### config.mk
export PLATFORM = sky130hd
export DESIGN_NAME = bbox_scanner
export DESIGN_NICKNAME = d
export VERILOG_FILES = /design/src/rtl/bbox_scanner.sv
export SDC_FILE = /design/constraint.sdc
export NUM_CORES = 1
export LEC_CHECK = 0
export ABC_AREA = 1
export BUFFER_PORTS_ARGS = -buffer_cell sky130_fd_sc_hd__buf_4
export CAP_MARGIN = 20
export CORE_ASPECT_RATIO = 1.4
export CORE_MARGIN = 1.5
export CORE_UTILIZATION = 46
export CTS_CLUSTER_DIAMETER = 200
export DETAILED_ROUTE_END_ITERATION = 7
export PLACE_DENSITY_LB_ADDON = 0.1
export REMOVE_ABC_BUFFERS = 1
export SETUP_SLACK_MARGIN = 0.02
export SYNTH_ARGS = -nofsm -noshare
export SYNTH_HDL_FRONTEND = slang
export SYNTH_SLANG_ARGS = --single-unit
### constraint.sdc
create_clock -name CLK -period 2.5 [get_ports CLK]
set_clock_uncertainty 0.15 [all_clocks]
set_input_delay 0.125 -clock CLK [delete_from_list [all_inputs] [get_ports CLK]]
set_output_delay 0.125 -clock CLK [all_outputs]
set_load 0.005 [all_outputs]
### src/rtl/bbox_scanner.sv
// bbox_scanner: walks every integer pixel of a screen-clipped bounding box
// in raster order (x fastest) and hands one pixel per handshake downstream.
// Coordinates are unsigned fixed point with FRAC_BITS fractional bits.
module bbox_scanner #(
    parameter int FRAC_BITS = 6,
    parameter int SCREEN_W  = 320,
    parameter int SCREEN_H  = 240
) (
    input  logic        CLK,
    input  logic        RST_N,
    input  logic [15:0] XMIN,
    input  logic [15:0] XMAX,
    input  logic [15:0] YMIN,
    input  logic [15:0] YMAX,
    input  logic        BOX_VALID,
    output logic        BOX_READY,
    output logic [15:0] PX,
    output logic [15:0] PY,
    output logic        PIX_VALID,
    input  logic        PIX_READY,
    output logic        PIX_LAST,
    output logic [15:0] PIX_COUNT,
    output logic        BUSY,
    output logic        DONE
);

    localparam logic [15:0] STEP      = 16'(1 << FRAC_BITS);
    localparam logic [15:0] FRAC_MASK = ~(STEP - 16'd1);
    localparam logic [15:0] XLIM      = 16'((SCREEN_W - 1) << FRAC_BITS);
    localparam logic [15:0] YLIM      = 16'((SCREEN_H - 1) << FRAC_BITS);

    typedef enum logic [1:0] {
        IDLE,
        LOAD,
        SCAN,
        FIN
    } state_e;

    state_e      state_q;
    logic [15:0] xMin_q;
    logic [15:0] xMax_q;
    logic [15:0] yMin_q;
    logic [15:0] yMax_q;
    logic [15:0] px_q;
    logic [15:0] py_q;
    logic [15:0] pixCount_q;
    logic [15:0] xMaxClip;
    logic [15:0] yMaxClip;

    // Clip the registered box maxima against the last visible pixel.
    always_comb begin
        xMaxClip = (xMax_q > XLIM) ? XLIM : xMax_q;
        yMaxClip = (yMax_q > YLIM) ? YLIM : yMax_q;
    end

    // Box FSM: accept, clip and empty-test, raster walk, end-of-box pulse.
    always_ff @(posedge CLK or negedge RST_N) begin
        if (!RST_N) begin
            state_q    <= IDLE;
            xMin_q     <= 16'd0;
            xMax_q     <= 16'd0;
            yMin_q     <= 16'd0;
            yMax_q     <= 16'd0;
            px_q       <= 16'd0;
            py_q       <= 16'd0;
            pixCount_q <= 16'd0;
        end else begin
            case (state_q)
                IDLE: begin
                    if (BOX_VALID) begin
                        xMin_q     <= XMIN & FRAC_MASK;
                        xMax_q     <= XMAX & FRAC_MASK;
                        yMin_q     <= YMIN & FRAC_MASK;
                        yMax_q     <= YMAX & FRAC_MASK;
                        pixCount_q <= 16'd0;
                        state_q    <= LOAD;
                    end
                end
                LOAD: begin
                    xMax_q <= xMaxClip;
                    yMax_q <= yMaxClip;
                    if ((xMin_q > xMaxClip) || (yMin_q > yMaxClip)) begin
                        state_q <= FIN;
                    end else begin
                        px_q    <= xMin_q;
                        py_q    <= yMin_q;
                        state_q <= SCAN;
                    end
                end
                SCAN: begin
                    if (PIX_READY) begin
                        if (pixCount_q != 16'hFFFF) begin
                            pixCount_q <= pixCount_q + 16'd1;
                        end
                        if (px_q < xMax_q) begin
                            px_q <= px_q + STEP;
                        end else if (py_q < yMax_q) begin
                            px_q <= xMin_q;
                            py_q <= py_q + STEP;
                        end else begin
                            state_q <= FIN;
                        end
                    end
                end
                FIN: begin
                    state_q <= IDLE;
                end
                default: begin
                    state_q <= IDLE;
                end
            endcase
        end
    end

    assign BOX_READY = (state_q == IDLE);
    assign PIX_VALID = (state_q == SCAN);
    assign DONE      = (state_q == FIN);
    assign BUSY      = (state_q != IDLE);
    assign PX        = px_q;
    assign PY        = py_q;
    assign PIX_COUNT = pixCount_q;
    assign PIX_LAST  = (state_q == SCAN) && (px_q == xMax_q) && (py_q == yMax_q);

endmodule

Word level (Yosys, flattened, before mapping) --
Cells that the tools add are included.
Word-level totals: bits in registers 102, bits of input ports 68, output and inout port bits 53, logic and storage cells 71
Cells by class: $add $sub $neg 3, magnitude comparators 6, equal/unequal tests 14, muxes and demuxes 26, reduce and logical (&&, ||, !) cells 14
Operator list (count):
- 16-bit two-way mux | 15
- 16-bit one-hot mux with 2 select lines | 5
- 16-bit by 7-bit adder with 16-bit output, second input constant | 2
- 16-bit equality test | 2
- 16-bit greater-than comparator | 2
- 16-bit less-than comparator | 2
- 16-bit by 1-bit adder with 16-bit output, second input constant | 1
- 16-bit by 14-bit greater-than comparator with 1-bit output, second input constant | 1
- 16-bit by 15-bit greater-than comparator with 1-bit output, second input constant | 1
- 16-bit != test, second input constant | 1
- 4-bit AND reduction | 3
- 2-bit two-way mux | 4
- 2-bit != test, second input constant | 4
- 2-bit one-hot mux with 4 select lines | 1
- 2-bit nonzero test | 4
- 2-bit by 1-bit != test with 1-bit output, second input constant | 3
- 5-bit AND reduction | 1
- 2-bit equality test, second input constant | 2
- 2-bit AND reduction | 2
- 3-bit by 1-bit != test with 1-bit output, second input constant | 1
- 2-bit by 1-bit equality test with 1-bit output, second input constant | 1
- 1-bit logical AND | 2
- 2-bit zero test | 1
- 1-bit logical OR | 1
- 1-bit two-way mux | 1

Logic depth before layout (Yosys ltp) --
Gate-level depths: netlist of the first run.
word-level depth 6, mapped depth 21

Least setup slack after synthesis of the first run --
Ideal clock, no wire load.
kind reg-to-reg, start point reg xMax_q[12], end point reg px_q[8] (netlist: PX[8]), data arrival time 2245 ps, data required time 2233 ps, slack -12 ps, cell stages (with the launch flop) 20, clock period less this slack 2512 ps, path through dfrtp_1 -> nor2_1 -> inv_1 -> nor2_1 -> nand3_1 -> nand2_1 -> buf_4 -> nor2_1 -> ha_1 -> nand2_1 -> nor2_1 -> nand2_1 -> nor2_1 -> nand2_1 -> nand2_1 -> nand2_1 -> nand2_2 -> nand2_2 -> nand2_1 -> nand2_1
Between the ends: cells in the longest elaborated chain, start to end 6, elaborated cells on any way between the ends 11, those cells by class order compare (3); eq/ne (2); mux (4); reduce/logical (2)
Ends and longest elaborated chain:
- start, declared | RTL line 41 | logic [15:0] xMax_q;
- start signal, assigned | RTL line 72 | xMax_q <= XMAX & FRAC_MASK;
- start signal, assigned | RTL line 80 | xMax_q <= xMaxClip;
- 16-bit by 15-bit greater-than comparator with 1-bit output | RTL line 52 | xMaxClip = (xMax_q > XLIM) ? XLIM : xMax_q;
- 16-bit two-way mux | RTL line 52
- 16-bit greater-than comparator | RTL line 82 | if ((xMin_q > xMaxClip) || (yMin_q > yMaxClip)) begin
- 1-bit logical OR | RTL line 82
- 2-bit != test (no line)
- 4-bit AND reduction (no line)
- end signal, assigned | RTL line 85 | px_q <= xMin_q;
- end signal, assigned | RTL line 96 | px_q <= px_q + STEP;
- end signal, assigned | RTL line 98 | px_q <= xMin_q;
- end, declared | RTL line 44 | logic [15:0] px_q;
Several ways; a longest one is shown, not always the timed one. The select of a mux whose other input is x is not followed. A chain may end at the register's enable or synchronous reset.

Worst setup path after layout of the first run --
start point reg yMax_q[9], end point reg py_q[10] (netlist: PY[10])
Between the ends: cells in the longest elaborated chain, start to end 6, elaborated cells on any way between the ends 8, those cells by class order compare (3); eq/ne (2); mux (1); reduce/logical (2)
Ends and longest elaborated chain:
- start, declared | RTL line 43 | logic [15:0] yMax_q;
- start signal, assigned | RTL line 74 | yMax_q <= YMAX & FRAC_MASK;
- start signal, assigned | RTL line 81 | yMax_q <= yMaxClip;
- 16-bit by 14-bit greater-than comparator with 1-bit output | RTL line 53 | yMaxClip = (yMax_q > YLIM) ? YLIM : yMax_q;
- 16-bit two-way mux | RTL line 53
- 16-bit greater-than comparator | RTL line 82
- 1-bit logical OR | RTL line 82
- 2-bit != test (no line)
- 5-bit AND reduction (no line) *
- end signal, assigned | RTL line 86 | py_q <= yMin_q;
- end signal, assigned | RTL line 99 | py_q <= py_q + STEP;
- end, declared | RTL line 45 | logic [15:0] py_q;
Mark *: on every way between the ends. The rest lies on a longest branch, timed or not.

==> results.ini, run 1 <==
[status]
status=finished with violations
violations=negative setup slack

[route]
ant_nets=0
vias=6184
drt_iter0_markers=239
vias_per_cell=5.14
wirelength_um=17900
drc=0
wl_per_cell_um=14.9
dr.pass1.iters=4

[clocking]
cts_buffers=9
clockBufferDepth=2
cts_max_level=3
cts_tree=yes
clockRootBuffer=clkbuf_16
cts_sinks=90
clock_latency_ns=0.34
clk_pin_slew_worst_paths_ns=0.07

[cells_and_area]
postLayoutCellArea_um2=8720
area_delta_synth_final_pct=43.6
antenna_cells=0
final_layout_size_suffix_gt1_share_pct=29.1
final_nets=1160
fin_util_pct=67.7

[global_routing]
grt_pass1_vias=6191
grt_remaining_overflow=0
grt_max_degree=49
antenna_found_initial=0
grtUsageTotal_pct=26.6
grt_pass1_wl_um=29500

[worst_setup_path]
path_max_fanout=7
path_cells=inv_1 -> nor3_4 -> nand3_4 -> nand2_8 -> nor2_1 -> ha_1 -> nand2_2 -> nor2_4 -> nand3_2 -> nor2_2 -> nand2_1 -> nand2_2 -> nand2_4 -> nand2_8 -> buf_6 -> nand3_2 -> nand2_1
r2r_cells=17
cpPeakStageDelay_ns=0.36
reg2reg_from=yMax_q[9]
path_buf_inv=2
cp_data_required_time_ns=2.62
r2r-end=PY[10]
startpoint_type=register
r2r_slack_ns=-0.12
critPathSlowestCell=dfrtp_1
critPathArrivalTime_ns=2.74
worst-setup-path-type=reg2reg
crit_family=simple AND/OR/NAND/NOR gates
end_kind=register

[timing]
fmax_mhz=382
rsz0062_at_grt=true
min_period_over_period_pct=105
whs_ns=0.179
hold_viol=0
relSlewSlack_pct=54.0
tightest_slew_ns=0.690
report.final.slew_viol_count=0
worst_slack_ns=-0.116
finalSetupViolCount=21
fin_crit_ns=2.62

[floorplanning]
ioPinCount=121
die_y_um=139
die_w_um=100
row_count=49
dieArea_um2=13900
fp.coreArea_um2=12900
initial_core_util_pct=47.2

[synth]
synth_edf_count=0
ys_seq_area_share_pct=37.1
synth_top_area_cell=dfrtp_1
synthCells=829
synthTopCellsByArea=dfrtp_1 (37%), nand2_1 (16%), ha_1 (9.7%), inv_1 (5.6%), nand3_1 (5.1%)
synth_flop_cell=dfrtp_1
synth_top_cell_area_share_pct=37.1
yosysWarnings=0
synth_commonest_cells=nand2_1 (266), dfrtp_1 (90), inv_1 (90)
synthArstFlopShare_pct=100
synth-seq-cells=90
synth.avg_cell_area_um2=7.32
yosysMostFrequentCell=nand2_1
syn_area_um2=6070
ys_types=41

[placed_design]
placement.cell_area_um2=7350
gp_congestion=0.888
place_hpwl_um=12800
place.port_buffers=84

[hold_path]
worstHoldStart=BOX_VALID
hold_end=yMin_q[6]
worstHoldPathType=in2reg
hold_depth=5

[power_and_ir_drop]
leakagePower_uw=0.00454
p_per_area_nw_per_um2=501
ir_drop_uv=382

[job]
cap_violations=0

[tightest hold or removal path, delay by kind of cell]
kind,cells,cell delay (ns)
buf+inv,2,0.32
simple gates,3,0.20
[layout by cell type (no fill, tap or decap), types with 3 or more instances in the layout]
cell type / synthesis / final
nand2_1: 266 / 244
buf_4: 13 / 180
dfrtp_1: 90 / 90
inv_1: 90 / 81
nand3_1: 62 / 44
nor2_1: 59 / 42
dlygate4sd3_1: 0 / 41
ha_1: 47 / 40
o21ai_0: 37 / 37
nand2_2: 6 / 20
a21oi_1: 20 / 19
nand4_1: 18 / 18
nand3_2: 2 / 16
nor3_1: 17 / 16
o22ai_1: 15 / 15
conb_1: 2 / 15
xor2_1: 14 / 14
nor2_2: 2 / 11
clkbuf_16: 0 / 10
inv_2: 1 / 9
nor2_4: 0 / 8
o31ai_1: 7 / 7
o21ai_2: 6 / 6
ha_4: 0 / 6
buf_6: 5 / 6
nand2_4: 0 / 5
nand3_4: 0 / 4
nand2_8: 0 / 4
nand3b_1: 4 / 4
nor3_4: 1 / 3
xnor2_1: 3 / 3
o21ai_1: 3 / 3
[per-layer routing]
metal / GRT usage (%) / routed length [µm] / up-vias
met3: 2.82 / 485 / 23
li1: - / - / 3102
met4: 8.23 / 387 / 0
met2: 50.1 / 9850 / 98
met5: 0 / 0 / -
met1: 31.1 / 7200 / 2961
[state kept, by name, summed over array words and instances (netlist names)]
register / flops
yMax_q: 16
yMin_q: 10
PX: 10
PY: 10
state_q: 2
PIX_COUNT: 16
xMin_q: 10
xMax_q: 16
[power breakdown]
group / switching, µW / total, µW / internal (µW)
sequential: 174 / 1740 / 1570
combinational: 631 / 1230 / 596
clock: 614 / 1400 / 784
total: 1420 / 4370 / 2950
[stage by stage]
stage | TNS, ns | worst slack (ns) | std cells | total power [µW]
floorplan | -14.07 | -0.389 | 803 | 2310
global placement | -5.49 | -0.272 | 1125 | 2810
detailed placement | -6.54 | -0.341 | 1125 | 2850
CTS | -0.613 | -0.0452 | 1196 | 4340
global route | -5.36 | -0.276 | 1203 | 4640
finish | -1.81 | -0.116 | 1203 | 4370
[cells by family after synthesis]
group	Yosys count	share of synthesized area [%]
DFF	90	37.1
xor gates and xnor gates	17	2.45
other	2	0.124
adders and majority gates	47	9.68
AOI/OAI and AO/OA	99	9.79
buffers and inverters	131	9.70
and+or+nand+nor	443	31.2
[worst max-delay path by stage]
stage / start / to / slack (ns) / cells after the start
floorplan: state_q[0] / PIX_COUNT[8] / -0.39 / 9
global placement: yMax_q[2] / PY[15] / -0.27 / 20
detailed placement: yMax_q[10] / PY[8] / -0.34 / 16
CTS: yMax_q[0] / PY[8] / -0.05 / 20
global route: yMax_q[13] / PX[8] / -0.28 / 17
finish: yMax_q[9] / PY[10] / -0.12 / 17
[final cells by class]
class	instances	area, µm²
sequential	90	2250
tap	153	191
multi-input combinational	622	3740
timing repair buffer	230	1890
clock buffer	9	225
inverter	92	348
fill	1070	4150
clock inverter	7	78.8
[repair_timing]
action / in CTS / in global routing
hold endpoints to repair: 86 / 0
endpoints found under the setup margin: 22 / 23
buffers inserted: 12 / 6
gates resized for setup: 58 / 57
pin swaps: 35 / 41
gates cloned: 2 / 1
hold buffers: 41 / 0
Power figures use the tool's default switching activity.
==> run 2: changes to the inputs <==
--- a/config.mk
+++ b/config.mk
@@ -5,7 +5,6 @@
 export SDC_FILE = /design/constraint.sdc
 export NUM_CORES = 1
 export LEC_CHECK = 0
-export ABC_AREA = 1
 export BUFFER_PORTS_ARGS = -buffer_cell sky130_fd_sc_hd__buf_4
 export CAP_MARGIN = 20
 export CORE_ASPECT_RATIO = 1.4
==> run 2 against run 1 <==
The flow still finishes with violations (negative setup slack); setup slack got worse by 0.91 ns; total power up 150%; critical path depth fell by 3; area after synthesis decreased by 8.0%; flip-flop and latch count is the same; largest cell class unchanged; largest power group is now combinational cells.
==> results.ini, run 2 <==
[status]
status=finished with violations
violations=negative setup slack

[power_and_ir_drop]
p_per_area_nw_per_um2=1330
leakagePower_uw=0.00391
ir_drop_uv=693

[worst_setup_path]
r2r-end=PY[11]
startpoint_type=register
critPathArrivalTime_ns=3.59
r2r_slack_ns=-1.03
r2r_cells=14
cpPeakStageDelay_ns=0.43
end_kind=register
path_max_fanout=23
critPathSlowestCell=a221o_1
worst-setup-path-type=reg2reg
path_cells=nor4_2 -> and2_4 -> o21a_1 -> o21ai_2 -> nor2_2 -> ha_1 -> buf_4 -> nand4_1 -> nor3_1 -> a2111o_1 -> a221o_1 -> buf_6 -> o41ai_2 -> a222oi_1
cp_data_required_time_ns=2.56
reg2reg_from=yMax_q[5]

[cells_and_area]
final_layout_size_suffix_gt1_share_pct=34.7
final_cell_count_no_fill=969
final_cell_mix=buf_4 (201), dfrtp_1 (90), ha_1 (43)
mostFrequentLayoutCell=buf_4
postLayoutCellArea_um2=8120
final_nets=933
antenna_cells=0
area_delta_synth_final_pct=45.4

[timing]
min_period_over_period_pct=141
relSlewSlack_pct=59.1
tightest_slew_ns=0.606
report.final.slew_viol_count=0
hold_viol=0
whs_ns=0.0784
rsz0062_at_grt=true
finalSetupViolCount=21
fin_crit_ns=3.53
worst_slack_ns=-1.03
fmax_mhz=283

[placed_design]
placed_cells_incl_taps=904
gp_congestion=0.901
place_hpwl_um=12100
place.port_buffers=84
placement.cell_area_um2=7160

[floorplanning]
die_y_um=133
fp.coreArea_um2=11800
die_w_um=96.2
ioPinCount=121
dieArea_um2=12800
initial_core_util_pct=47.3
row_count=47

[route]
wirelength_um=16300
vias=5478
vias_per_cell=5.65
drc=0
drt_iter0_markers=242
ant_nets=0
wl_per_cell_um=16.8
dr.pass1.iters=5

[clocking]
cts_buffers=9
cts_sinks=90
cts_max_level=3
cts_tree=yes
clock_latency_ns=0.35
clockBufferDepth=2
clk_pin_slew_worst_paths_ns=0.06
clockRootBuffer=clkbuf_16

[synth]
ys_seq_area_share_pct=40.3
syn_area_um2=5590
yosysWarnings=0
synth_flop_cell=dfrtp_1
synth.avg_cell_area_um2=9.67
synth_commonest_cells=dfrtp_1 (90), ha_1 (47), inv_1 (43)
synth-seq-cells=90
synth_top_cell_area_share_pct=40.3
synthArstFlopShare_pct=100
yosysMostFrequentCell=dfrtp_1
synth_edf_count=0
synthCells=578
synth_top_area_cell=dfrtp_1
synthTopCellsByArea=dfrtp_1 (40%), ha_1 (11%), mux2_2 (5.2%), inv_1 (2.9%), nand2_1 (2.6%)
ys_types=57

[job]
cap_violations=0

[hold_path]
worstHoldStart=YMAX[15]
worstHoldPathType=in2reg
hold_end=yMax_q[15]
hold_depth=4

[global_routing]
antenna_found_initial=0
grtUsageTotal_pct=26.5
grt_pass1_wl_um=26300
grt_remaining_overflow=0
grt_max_degree=48
grt_pass1_vias=5510

==> run 2: kinds of logic after synthesis <==
kind of cell,share of synthesized area [%]
muxes,7.39
and+or+nand+nor,16.8
AOI/OAI and AO/OA,18.4
other,0.134
buffers and inverters,6.00
adders and majority gates,10.5
xor gates and xnor gates,0.470
DFF,40.3
==> run 2: worst max-delay path by stage <==
stage | start | to
CTS | yMax_q[4] | PY[11]
global route | yMax_q[5] | PY[11]
floorplan | yMax_q[5] | PY[10]
global placement | yMax_q[5] | PY[10]
detailed placement | yMax_q[5] | PY[11]
finish | yMax_q[5] | PY[11]
==> run 2: cell type report <==
| cell class | instances | area (µm²) |
|---|---|---|
| flip-flops and latches | 90 | 2250 |
| clock buffers | 12 | 246 |
| well taps | 147 | 184 |
| clock inverters | 3 | 40.0 |
| multi-input cells | 427 | 3240 |
| repair buffers | 247 | 1990 |
| fillers | 947 | 3700 |
| inverters | 43 | 165 |
==> run 2: routing by layer <==
layer  vias to the layer above  wire length [µm]  GRT usage [%]
li1                       2613                 -              -
met1                      2691              6980           33.5
met2                       138              8200           45.2
met3                        36               636           3.14
met4                         0               461           10.9
met5                         -                 0              0
==> run 2: power breakdown <==
part | total (µW) | leakage (µW) | switching [µW] | internal (µW)
Clock | 1360 | 0.000142 | 570 | 795
Combinational | 6970 | 0.00267 | 3430 | 3540
Sequential | 2480 | 0.00110 | 470 | 2010
Total | 10800 | 0.00391 | 4470 | 6350
==> run 2: metrics by stage <==
| step | setup TNS [ns] | util [%] | setup slack, ns | power [µW] |
|---|---|---|---|---|
| 6_report | -19.43 | 68.7 | -1.03 | 10800 |
| 5_1_grt | -23.44 | 68.7 | -1.26 | 11600 |
| 4_1_cts | -18.48 | 67.5 | -0.983 | 10500 |
| 3_5_place_dp | -24.01 | 60.6 | -1.34 | 8820 |
| 3_3_place_gp | -20.55 | 60.6 | -1.16 | 8580 |
| 2_1_floorplan | -21.41 | - | -1.25 | 5740 |
==> run 2: repair_timing <==
action / 4_1_cts / 5_1_grt
gates cloned: 1 / 0
endpoints found under the setup margin: 28 / 31
hold buffers: 41 / 0
pin swaps: 20 / 10
endpoints found under the hold margin: 83 / 0
gates resized for setup: 20 / 22
setup buffers: 3 / 5
==> run 2: critical path, delay by kind of cell (launching register included) <==
family	cells	cell delay [ns]
AOI/OAI and AO/OA	6	1.45
buffers and inverters	2	0.35
and+or+nand+nor	5	0.78
adders and majority gates	1	0.26
DFF	1	0.39
==> run 3: changes to the inputs <==
--- a/config.mk
+++ b/config.mk
@@ -7,9 +7,11 @@
 export LEC_CHECK = 0
 export BUFFER_PORTS_ARGS = -buffer_cell sky130_fd_sc_hd__buf_4
 export CAP_MARGIN = 20
+export CELL_PAD_IN_SITES_DETAIL_PLACEMENT = 0
+export CELL_PAD_IN_SITES_GLOBAL_PLACEMENT = 2
 export CORE_ASPECT_RATIO = 1.4
 export CORE_MARGIN = 1.5
-export CORE_UTILIZATION = 46
+export CORE_UTILIZATION = 31
 export CTS_CLUSTER_DIAMETER = 200
 export DETAILED_ROUTE_END_ITERATION = 7
 export PLACE_DENSITY_LB_ADDON = 0.1
==> run 3 against run 2 <==
The flow still finishes with violations (negative setup slack); total power is 2.8% higher; sequential power barely moved; setup slack improved by 0.053 ns; combinational power rose by 5.0%; first-iteration DRC count decreased by 24%; non-clock buffer count rose by 15; maximum frequency increased by 1.5%; hold slack got worse by 0.027 ns; global-route usage is 7.2 points lower; clock-buffer cell count up 1; register-to-register slack improved by 0.05 ns; die area rose by 47%; critical path type unchanged; largest power group unchanged; highest routed layer unchanged.
==> results.ini, run 3 (synthesis gave the netlist of run 2 again) <==
[status]
status=finished with violations
violations=negative setup slack

[timing]
hold_viol=0
finalSetupViolCount=21
relSlewSlack_pct=58.0
rsz0062_at_grt=true
min_period_over_period_pct=139
worst_slack_ns=-0.977
fmax_mhz=288
fin_crit_ns=3.48
tightest_slew_ns=0.630
report.final.slew_viol_count=0

[floorplanning]
die_y_um=162
fp.coreArea_um2=17500
initial_core_util_pct=32.0
dieArea_um2=18900
die_w_um=116
row_count=57
ioPinCount=121

[clocking]
cts_buffers=9
clock_latency_ns=0.35
clk_pin_slew_worst_paths_ns=0.06
clockRootBuffer=clkbuf_16
cts_tree=yes
cts_sinks=90
clockBufferDepth=2
cts_max_level=3

[cells_and_area]
fillers=1677
final_layout_size_suffix_gt1_share_pct=37.3
area_delta_synth_final_pct=51.5
final_nets=948
antenna_cells=0
mostFrequentLayoutCell=buf_4
final_cell_mix=buf_4 (203), dfrtp_1 (90), dlygate4sd3_1 (41)

[worst_setup_path]
r2r_cells=14
worst-setup-path-type=reg2reg
reg2reg_from=yMax_q[2]
startpoint_type=register
critPathSlowestCell=dfrtp_1
cpPeakStageDelay_ns=0.39
r2r_slack_ns=-0.98
path_max_fanout=23
critPathArrivalTime_ns=3.56
r2r-end=PX[7]
cp_data_required_time_ns=2.58
path_cells=nor4_2 -> and2_1 -> o21a_1 -> o21ai_2 -> buf_4 -> nor2_2 -> ha_1 -> nand4_1 -> nor3_1 -> a2111o_1 -> a221o_1 -> buf_6 -> a21oi_2 -> mux2_2
end_kind=register

[placed_design]
place.port_buffers=84
gp_congestion=0.836
pre_cts_ws_ns=-1.32
place_hpwl_um=13500

[global_routing]
grt_pass1_vias=5455
antenna_found_initial=0
grt_max_degree=55
grt_pass1_wl_um=28100
grtUsageTotal_pct=19.3
grt_remaining_overflow=0

[route]
drt_iter0_markers=184
dr.pass1.iters=4
wirelength_um=18000
wl_per_cell_um=16.8
vias_per_cell=5.05
vias=5420
ant_nets=0
drc=0

[job]
cap_violations=0

[hold_path]
hold_end=yMax_q[15]
hold_depth=4
worstHoldPathType=in2reg
worstHoldStart=YMAX[15]

[power_and_ir_drop]
p_per_area_nw_per_um2=1310
ir_drop_uv=505
finalPower_uw=11100
leakagePower_uw=0.00401

## run 3: worst max path at each step
stage                   start     end  slack (ns)
floorplan           yMax_q[5]  PY[10]       -1.25
global placement    yMax_q[5]  PY[10]       -1.22
detailed placement  yMax_q[5]  PY[12]       -1.32
CTS                 yMax_q[2]  PY[10]       -0.95
global route        yMax_q[2]  PY[10]       -1.15
finish              yMax_q[2]   PX[7]       -0.98
## run 3: metal layers
| layer | vias up | global-route usage [%] | share of wire (%) |
|---|---|---|---|
| met5 | - | 0 | 0 |
| met3 | 24 | 1.98 | 2.9 |
| met2 | 105 | 33.3 | 51 |
| met1 | 2645 | 24.8 | 44 |
| met4 | 0 | 7.21 | 2.1 |
| li1 | 2646 | - | - |
## run 3: report_power, final
part	internal (µW)	total (µW)	leakage (µW)	switching (µW)
Sequential	2010	2490	0.00110	476
Clock	723	1300	0.000132	582
Combinational	3740	7320	0.00279	3580
## run 3: final cells by class
| cell class | count | area (µm²) | area share [%] |
|---|---|---|---|
| repair buffers | 262 | 2150 | 25.5 |
| well taps | 236 | 295 | 3.49 |
| clock buffers | 13 | 260 | 3.08 |
| multi-input cells | 427 | 3320 | 39.2 |
| clock inverters | 2 | 12.5 | 0.148 |
| inverters | 43 | 171 | 2.03 |
| flip-flops and latches | 90 | 2250 | 26.6 |
## run 3: timing repair
action                     in CTS  in global routing
setup endpoints to repair      30                 35
buffers inserted                6                 10
hold buffers                   41                  0
pin swaps                      21                 19
hold endpoints to repair       76                  0
gates resized for setup        26                 45
gates cloned                    1                  0
## run 3: metrics by stage
stage | hold slack (ns) | std cells | instance area (µm²) | TNS (ns) | utilization (%)
floorplan | -0.321 | 559 | 5460 | -21.41 | -
global placement | 0.00958 | 1007 | 7380 | -21.76 | 42.2
detailed placement | 0.0126 | 1007 | 7380 | -23.64 | 42.2
CTS | 0.0335 | 1069 | 8230 | -18.33 | 47.1
global route | 0.0785 | 1073 | 8460 | -21.87 | 48.4
finish | 0.0513 | 1073 | 8460 | -18.76 | 48.4
## run 3: critical path: cells and delay by family (launching register included)
family / cells / cell delay (ns)
AO/OA/AOI/OAI: 5 / 1.08
AND/OR/NAND/NOR: 5 / 0.77
flip-flops: 1 / 0.39
buffers and inverters: 2 / 0.37
multiplexers: 1 / 0.35
adder cells (fa/ha/maj): 1 / 0.24
